`config.mk`:
```
export PLATFORM = sky130hd
export DESIGN_NAME = rf_snapshot_ctrl_flat
export DESIGN_NICKNAME = d
export VERILOG_FILES = /design/src/rtl/rf_snapshot_ctrl_pkg.sv /design/src/rtl/rf_snapshot_ctrl_if.sv /design/src/rtl/rf_snapshot_ctrl_sat_counter.sv /design/src/rtl/rf_snapshot_ctrl.sv /design/src/flat_wrapper.sv
export SDC_FILE = /design/constraint.sdc
export NUM_CORES = 1
export LEC_CHECK = 0
export ABC_AREA = 1
export ABC_CLOCK_PERIOD_IN_PS = 1830
export CAP_MARGIN = 20
export CORE_UTILIZATION = 40
export DETAILED_ROUTE_END_ITERATION = 10
export GPL_ROUTABILITY_DRIVEN = 0
export HOLD_SLACK_MARGIN = 0.03
export PLACE_DENSITY = 0.8
export SYNTH_ARGS = -nofsm -noshare
export SYNTH_HDL_FRONTEND = slang
export SYNTH_SLANG_ARGS = --single-unit
```
`constraint.sdc`:
```
create_clock -name clock -period 1.83 [get_ports clock]
set_input_delay 0.366 -clock clock [delete_from_list [all_inputs] [get_ports clock]]
set_output_delay 0.366 -clock clock [all_outputs]
set_load 0.03 [all_outputs]
```
`src/rtl/rf_snapshot_ctrl_pkg.sv`:
```
// Shared types and constants for the register-file snapshot controller.
package rf_snap_pkg;

  localparam int NREG  = 32;
  localparam int XLEN  = 32;
  localparam int IDX_W = $clog2(NREG);

  localparam logic [IDX_W-1:0] LAST_IDX = IDX_W'(NREG - 1);

  typedef enum logic [1:0] {
    IDLE,
    SCAN,
    DRAIN
  } state_t;

endpackage

```
`src/rtl/rf_snapshot_ctrl_if.sv`:
```
// Snapshot beat stream: controller (master) to trace sink (slave).
interface rf_snapshot_ctrl_if;
  import rf_snap_pkg::*;

  logic             valid;
  logic             ready;
  logic [IDX_W-1:0] idx;
  logic [XLEN-1:0]  data;
  logic [XLEN-1:0]  pc;
  logic             last;

  modport master (
    output valid, idx, data, pc, last,
    input  ready
  );

  modport slave (
    input  valid, idx, data, pc, last,
    output ready
  );

endinterface

```
`src/rtl/rf_snapshot_ctrl_sat_counter.sv`:
```
// Saturating up-counter; holds at all-ones once reached.
module sat_counter #(
  parameter int width = 16
) (
  input  logic             clock,
  input  logic             reset,
  input  logic             inc,
  output logic [width-1:0] count
);

  // Count increments, sticking at the maximum value.
  always_ff @(posedge clock) begin
    if (!reset) begin
      count <= '0;
    end else if (inc && (count != '1)) begin
      count <= count + 1'b1;
    end
  end

endmodule

```
`src/rtl/rf_snapshot_ctrl.sv`:
```
// Register-file snapshot controller: on each accepted commit, walks the
// register file through the shared read port and streams one beat per
// register; debug reads borrow the port whenever the scan does not need it.
module rf_snapshot_ctrl
  import rf_snap_pkg::*;
#(
  parameter int SKIP_X0 = 1,
  parameter int DROP_W  = 16
) (
  input  logic                clock,
  input  logic                reset,
  input  logic                commit_valid,
  input  logic [XLEN-1:0]     commit_pc,
  output logic [IDX_W-1:0]    rf_raddr,
  input  logic [XLEN-1:0]     rf_rdata,
  input  logic                dbg_req,
  input  logic [IDX_W-1:0]    dbg_addr,
  output logic                dbg_gnt,
  output logic [XLEN-1:0]     dbg_rdata,
  rf_snapshot_ctrl_if.master  snap,
  output logic                busy,
  output logic [DROP_W-1:0]   drop_cnt
);

  localparam logic [IDX_W-1:0] START_IDX = (SKIP_X0 != 0) ? IDX_W'(1) : IDX_W'(0);

  state_t           state;
  logic [IDX_W-1:0] idx;
  logic             snap_valid_q;
  logic [IDX_W-1:0] snap_idx_q;
  logic [XLEN-1:0]  snap_data_q;
  logic [XLEN-1:0]  snap_pc_q;
  logic             snap_last_q;

  logic scan_fire;
  logic accept;
  logic drop;

  // Gating with reset keeps the port idle while reset is held, even though
  // the state register only clears on the next edge.
  assign scan_fire = reset && (state == SCAN) && (!snap_valid_q || snap.ready);
  assign accept    = snap_valid_q && snap.ready;
  assign dbg_gnt   = reset && dbg_req && !scan_fire;
  assign busy      = (state != IDLE);
  assign drop      = reset && commit_valid && (state != IDLE);

  assign snap.valid = snap_valid_q;
  assign snap.idx   = snap_idx_q;
  assign snap.data  = snap_data_q;
  assign snap.pc    = snap_pc_q;
  assign snap.last  = snap_last_q;

  // Shared read-port mux: scan first, then debug, otherwise parked at x0.
  always_comb begin
    rf_raddr  = '0;
    dbg_rdata = '0;
    if (scan_fire) begin
      rf_raddr = idx;
    end else if (dbg_gnt) begin
      rf_raddr  = dbg_addr;
      dbg_rdata = rf_rdata;
    end
  end

  // Scan sequencing plus the beat output register.
  always_ff @(posedge clock) begin
    if (!reset) begin
      state        <= IDLE;
      idx          <= '0;
      snap_valid_q <= 1'b0;
      snap_idx_q   <= '0;
      snap_data_q  <= '0;
      snap_pc_q    <= '0;
      snap_last_q  <= 1'b0;
    end else begin
      case (state)
        IDLE: begin
          if (commit_valid) begin
            snap_pc_q <= commit_pc;
            idx       <= START_IDX;
            state     <= SCAN;
          end
        end
        SCAN: begin
          if (scan_fire) begin
            if (idx == LAST_IDX) begin
              state <= DRAIN;
            end else begin
              idx <= idx + 1'b1;
            end
          end
        end
        DRAIN: begin
          // Only the final beat can still be pending here.
          if (accept) begin
            state <= IDLE;
          end
        end
        default: state <= IDLE;
      endcase

      if (scan_fire) begin
        snap_valid_q <= 1'b1;
        snap_idx_q   <= idx;
        snap_data_q  <= rf_rdata;
        snap_last_q  <= (idx == LAST_IDX);
      end else if (accept) begin
        snap_valid_q <= 1'b0;
      end
    end
  end

  sat_counter #(
    .width(DROP_W)
  ) u_drop (
    .clock (clock),
    .reset (reset),
    .inc   (drop),
    .count (drop_cnt)
  );

endmodule
```
`src/flat_wrapper.sv`:
```
// flat-port wrapper written by rule: the top's interface ports become plain ports
module rf_snapshot_ctrl_flat import rf_snap_pkg::*;
#(
  parameter int SKIP_X0 = 1,
  parameter int DROP_W  = 16
)
  (clock, reset, commit_valid, commit_pc, rf_raddr, rf_rdata, dbg_req, dbg_addr, dbg_gnt, dbg_rdata, busy, drop_cnt, snap_valid, snap_idx, snap_data, snap_pc, snap_last, snap_ready);
  rf_snapshot_ctrl_if snap_i ();
  input  logic clock;
  input  logic reset;
  input  logic commit_valid;
  input  logic [XLEN-1:0] commit_pc;
  output logic [IDX_W-1:0] rf_raddr;
  input  logic [XLEN-1:0] rf_rdata;
  input  logic dbg_req;
  input  logic [IDX_W-1:0] dbg_addr;
  output logic dbg_gnt;
  output logic [XLEN-1:0] dbg_rdata;
  output logic busy;
  output logic [DROP_W-1:0] drop_cnt;
  output wire logic [$bits(snap_i.valid)-1:0] snap_valid;
  output wire logic [$bits(snap_i.idx)-1:0] snap_idx;
  output wire logic [$bits(snap_i.data)-1:0] snap_data;
  output wire logic [$bits(snap_i.pc)-1:0] snap_pc;
  output wire logic [$bits(snap_i.last)-1:0] snap_last;
  input wire logic [$bits(snap_i.ready)-1:0] snap_ready;
  assign snap_valid = snap_i.valid;
  assign snap_idx = snap_i.idx;
  assign snap_data = snap_i.data;
  assign snap_pc = snap_i.pc;
  assign snap_last = snap_i.last;
  assign snap_i.ready = snap_ready;
  rf_snapshot_ctrl #(.SKIP_X0(SKIP_X0), .DROP_W(DROP_W)) u_core (.clock(clock), .reset(reset), .commit_valid(commit_valid), .commit_pc(commit_pc), .rf_raddr(rf_raddr), .rf_rdata(rf_rdata), .dbg_req(dbg_req), .dbg_addr(dbg_addr), .dbg_gnt(dbg_gnt), .dbg_rdata(dbg_rdata), .snap(snap_i), .busy(busy), .drop_cnt(drop_cnt));
endmodule
```
==> results.py <==
metrics = {
    "routing": {
        "drtPass1Iterations": 5,
        "routed_wirelength_mm": 12.62,
        "via_per_inst": 4.896,
        "vias": 4455,
        "drcViolationCount": 0,
        "wire_per_inst_um": 13.87,
        "drtAntennaViolNets": 0,
        "drtIter0Drc": 175,
    },
    "grt": {
        "antenna_found_initial": 0,
        "grt_first_pass_wirelength_mm": 19.28,
        "grt_pass1_vias": 4189,
        "grt_start_max_net_pins": 65,
        "grt_overflow": 0,
        "track_usage": 0.2370,
    },
    "logic_synthesis": {
        "synthesis.area_um2": 4014,
        "synth_area_leaders": "dfxtp_1 (47%), nor2_1 (13%), o21ai_0 (9.9%)",
        "yosys.area.top_type_share": 0.4688,
        "syn-num-nets": 643,
        "ys_seq_elements": 94,
        "yosys_most_used_dff": "dfxtp_1",
        "synth_most_common_cell": "nor2_1",
        "yosysTopAreaCell": "dfxtp_1",
        "async_reset_ff_frac": 0,
        "synth-seq-area-share": 0.4688,
        "netlist_top_cells_count": "nor2_1 (138), dfxtp_1 (94), o21ai_0 (79), nand2_1 (61), inv_1 (59)",
        "netlist_instances": 566,
        "synth-edff-count": 0,
        "syn_area_per_cell_um2": 7.092,
        "yosysWarnings": 0,
        "yosysUniqueCellTypes": 22,
    },
    "sta": {
        "setup_viol": 36,
        "maxSlewViolCount": 0,
        "finalCritPeriodShare": 1.038,
        "tns_ps": -1575,
        "clock_skew_ps": 6.570,
        "worst_pin_slew_ps": 489.0,
        "fmax_mhz": 526.3,
        "relSlewSlack": 0.6740,
        "rsz0062_at_grt": "yes",
        "fin_ws_ps": -70.04,
        "hold_viol": 0,
        "fin_crit_ps": 1900,
    },
    "cts": {
        "cts_buffers": 9,
        "clk_latency_ps": 360,
        "cts-htree-levels": 3,
        "hold_buffers": 0,
        "cts-root-buf": "clkbuf_8",
        "clk_pin_slew_ps": 80,
        "clk_path_buf_depth": 2,
        "cts_tree": "yes",
        "cts.sinks": 94,
    },
    "worst_setup_path": {
        "rr_endpoint": "u_core.idx[2]",
        "startpoint_type": "flop",
        "crit_arrival_ps": 1530,
        "cp.required_ps": 1460,
        "rrSetupSlack_ps": 150,
        "r2r-start": "u_core.idx[0]",
        "crit_path_end_kind": "primary output",
        "critical_path_class": "reg -> out",
        "reg2regPathDepth": 10,
        "critPathMaxFanout": 17,
    },
    "hold_path": {
        "hold_depth": 4,
        "hold_end": "u_core.idx[1]",
        "min_from": "reset",
        "hold_path.class": "in -> reg",
    },
    "power_and_ir_drop": {
        "ir_worst_vdd_v": 0.0004899,
        "leakage_uw": 0.002992,
        "pwr_density_cell_nw_per_um2": 750.5,
    },
    "flow_run": {
        "maxCapViolCount": 0,
    },
    "cells_and_area": {
        "diodes": 0,
        "syn2layout_area_growth_pct": 62.94,
        "nNetsFinal": 850,
        "drive_above_1_share": 0.1634,
        "layout.cells.non_filler": 910,
    },
    "floorplanning": {
        "fp.dieH_um": 102.2,
        "initial_core_util": 0.4126,
        "ios": 200,
        "die-area_um2": 10440,
        "core_um2": 9729,
        "die_w_um": 102.2,
        "row_count": 36,
    },
    "outcome": {
        "status": "finished with violations",
        "violations": "negative setup slack",
    },
    "place": {
        "port_buffers": 199,
        "dp_cells": 890,
        "dp.final_hpwl_mm": 9.080,
    },
}
-- cell families (layout without fill, tap and decap cells) --
family | after synthesis | count (layout) | synth area share
AND/OR/NAND/NOR | 283 | 283 | 0.3114
AO/OA/AOI/OAI | 96 | 96 | 0.1200
flip-flops | 94 | 94 | 0.4688
buffers and inverters | 90 | 301 | 0.09040
adder cells (fa/ha/maj) | 3 | 3 | 0.009353
-- worst max-delay path by stage --
stage | from | endpoint | slack, ps | depth (start not counted)
after detailed placement | snap_ready | dbg_rdata[19] | -200 | 8
after global routing | u_core.state[1] | dbg_rdata[5] | -150 | 8
after floorplan | u_core.snap.valid | dbg_rdata[10] | -50 | 5
final | u_core.state[1] | dbg_rdata[1] | -70 | 8
after global placement | snap_ready | dbg_rdata[2] | -150 | 8
after CTS | u_core.state[1] | dbg_rdata[1] | -60 | 8
-- where the power goes --
| group | leakage (uW) | internal (uW) | total (uW) | switching, uW |
|---|---|---|---|---|
| combinational | 0.00212 | 520 | 1220 | 696 |
| clock | 0.000104 | 735 | 1450 | 711 |
| sequential | 0.000772 | 2170 | 2250 | 72.6 |
-- cells in the final DEF, fill, tap and decap left out, types with 5 or more instances in the layout --
cell	instances
nand4_1	5
nor2_1	127
o21ai_0	74
buf_6	16
dfxtp_1	91
clkdlybuf4s50_1	140
a21oi_1	15
dlymetal6s2s_1	5
nor2_4	9
nor2_2	8
buf_4	44
nand2_1	55
inv_1	59
nand3_1	56
clkbuf_8	12
nand2_2	9
dlygate4sd2_1	14
-- metrics by stage --
stage                     area (um^2)  utilization  setup WS (ps)  total power [uW]  hold WS (ps)
after global routing             6540       0.6722         -150.0              5136         424.4
after detailed placement         6120       0.6290         -203.7              3453         466.6
final                            6540       0.6722         -70.04              4909         436.7
after floorplan                  4029            -         -50.63              2889         477.0
after CTS                        6469       0.6649         -64.81              4928         422.3
after global placement           6120       0.6290         -148.6              3426         462.1
-- timing repair --
action,in CTS,in global routing
resized for setup,54,21
cloned,1,0
buffers inserted,3,1
setup endpoints to repair,52,53
-- state kept, by name, summed over array words and instances (netlist names) --
| name | cells |
|---|---|
| u_core.snap.pc | 32 |
| u_core.snap.valid | 1 |
| u_core.u_drop.count | 16 |
| u_core.state | 2 |
| u_core.snap.last | 1 |
| u_core.idx | 5 |
| u_core.snap.idx | 5 |
| u_core.snap.data | 32 |
-- area by class of cell --
cell class,instances,area [um^2]
Sequential cell,94,1886
Tap cell,133,166.4
Inverter,62,235.2
Clock inverter,3,42.54
Fill cell,836,3189
Timing Repair Buffer,224,2157
Clock buffer,12,165.2
Multi-Input combinational cell,382,1888
-- worst max-delay path, cell delays in order, from the launching register on --
cell,delay (ps)
dfxtp_2,330
inv_2,70
nand2_4,60
nor2_4,120
nand2_4,80
nand3_4,130
buf_8,170
nor2_1,50
buf_4,160
-- per-layer routing --
| metal | global-route usage | wire, um |
|---|---|---|
| met1 | 0.2752 | 4997 |
| met2 | 0.4006 | 6479 |
| met3 | 0.07250 | 854 |
| met4 | 0.1088 | 292 |
| met5 | 0 | 0 |
(Power assumes the default switching activity.)
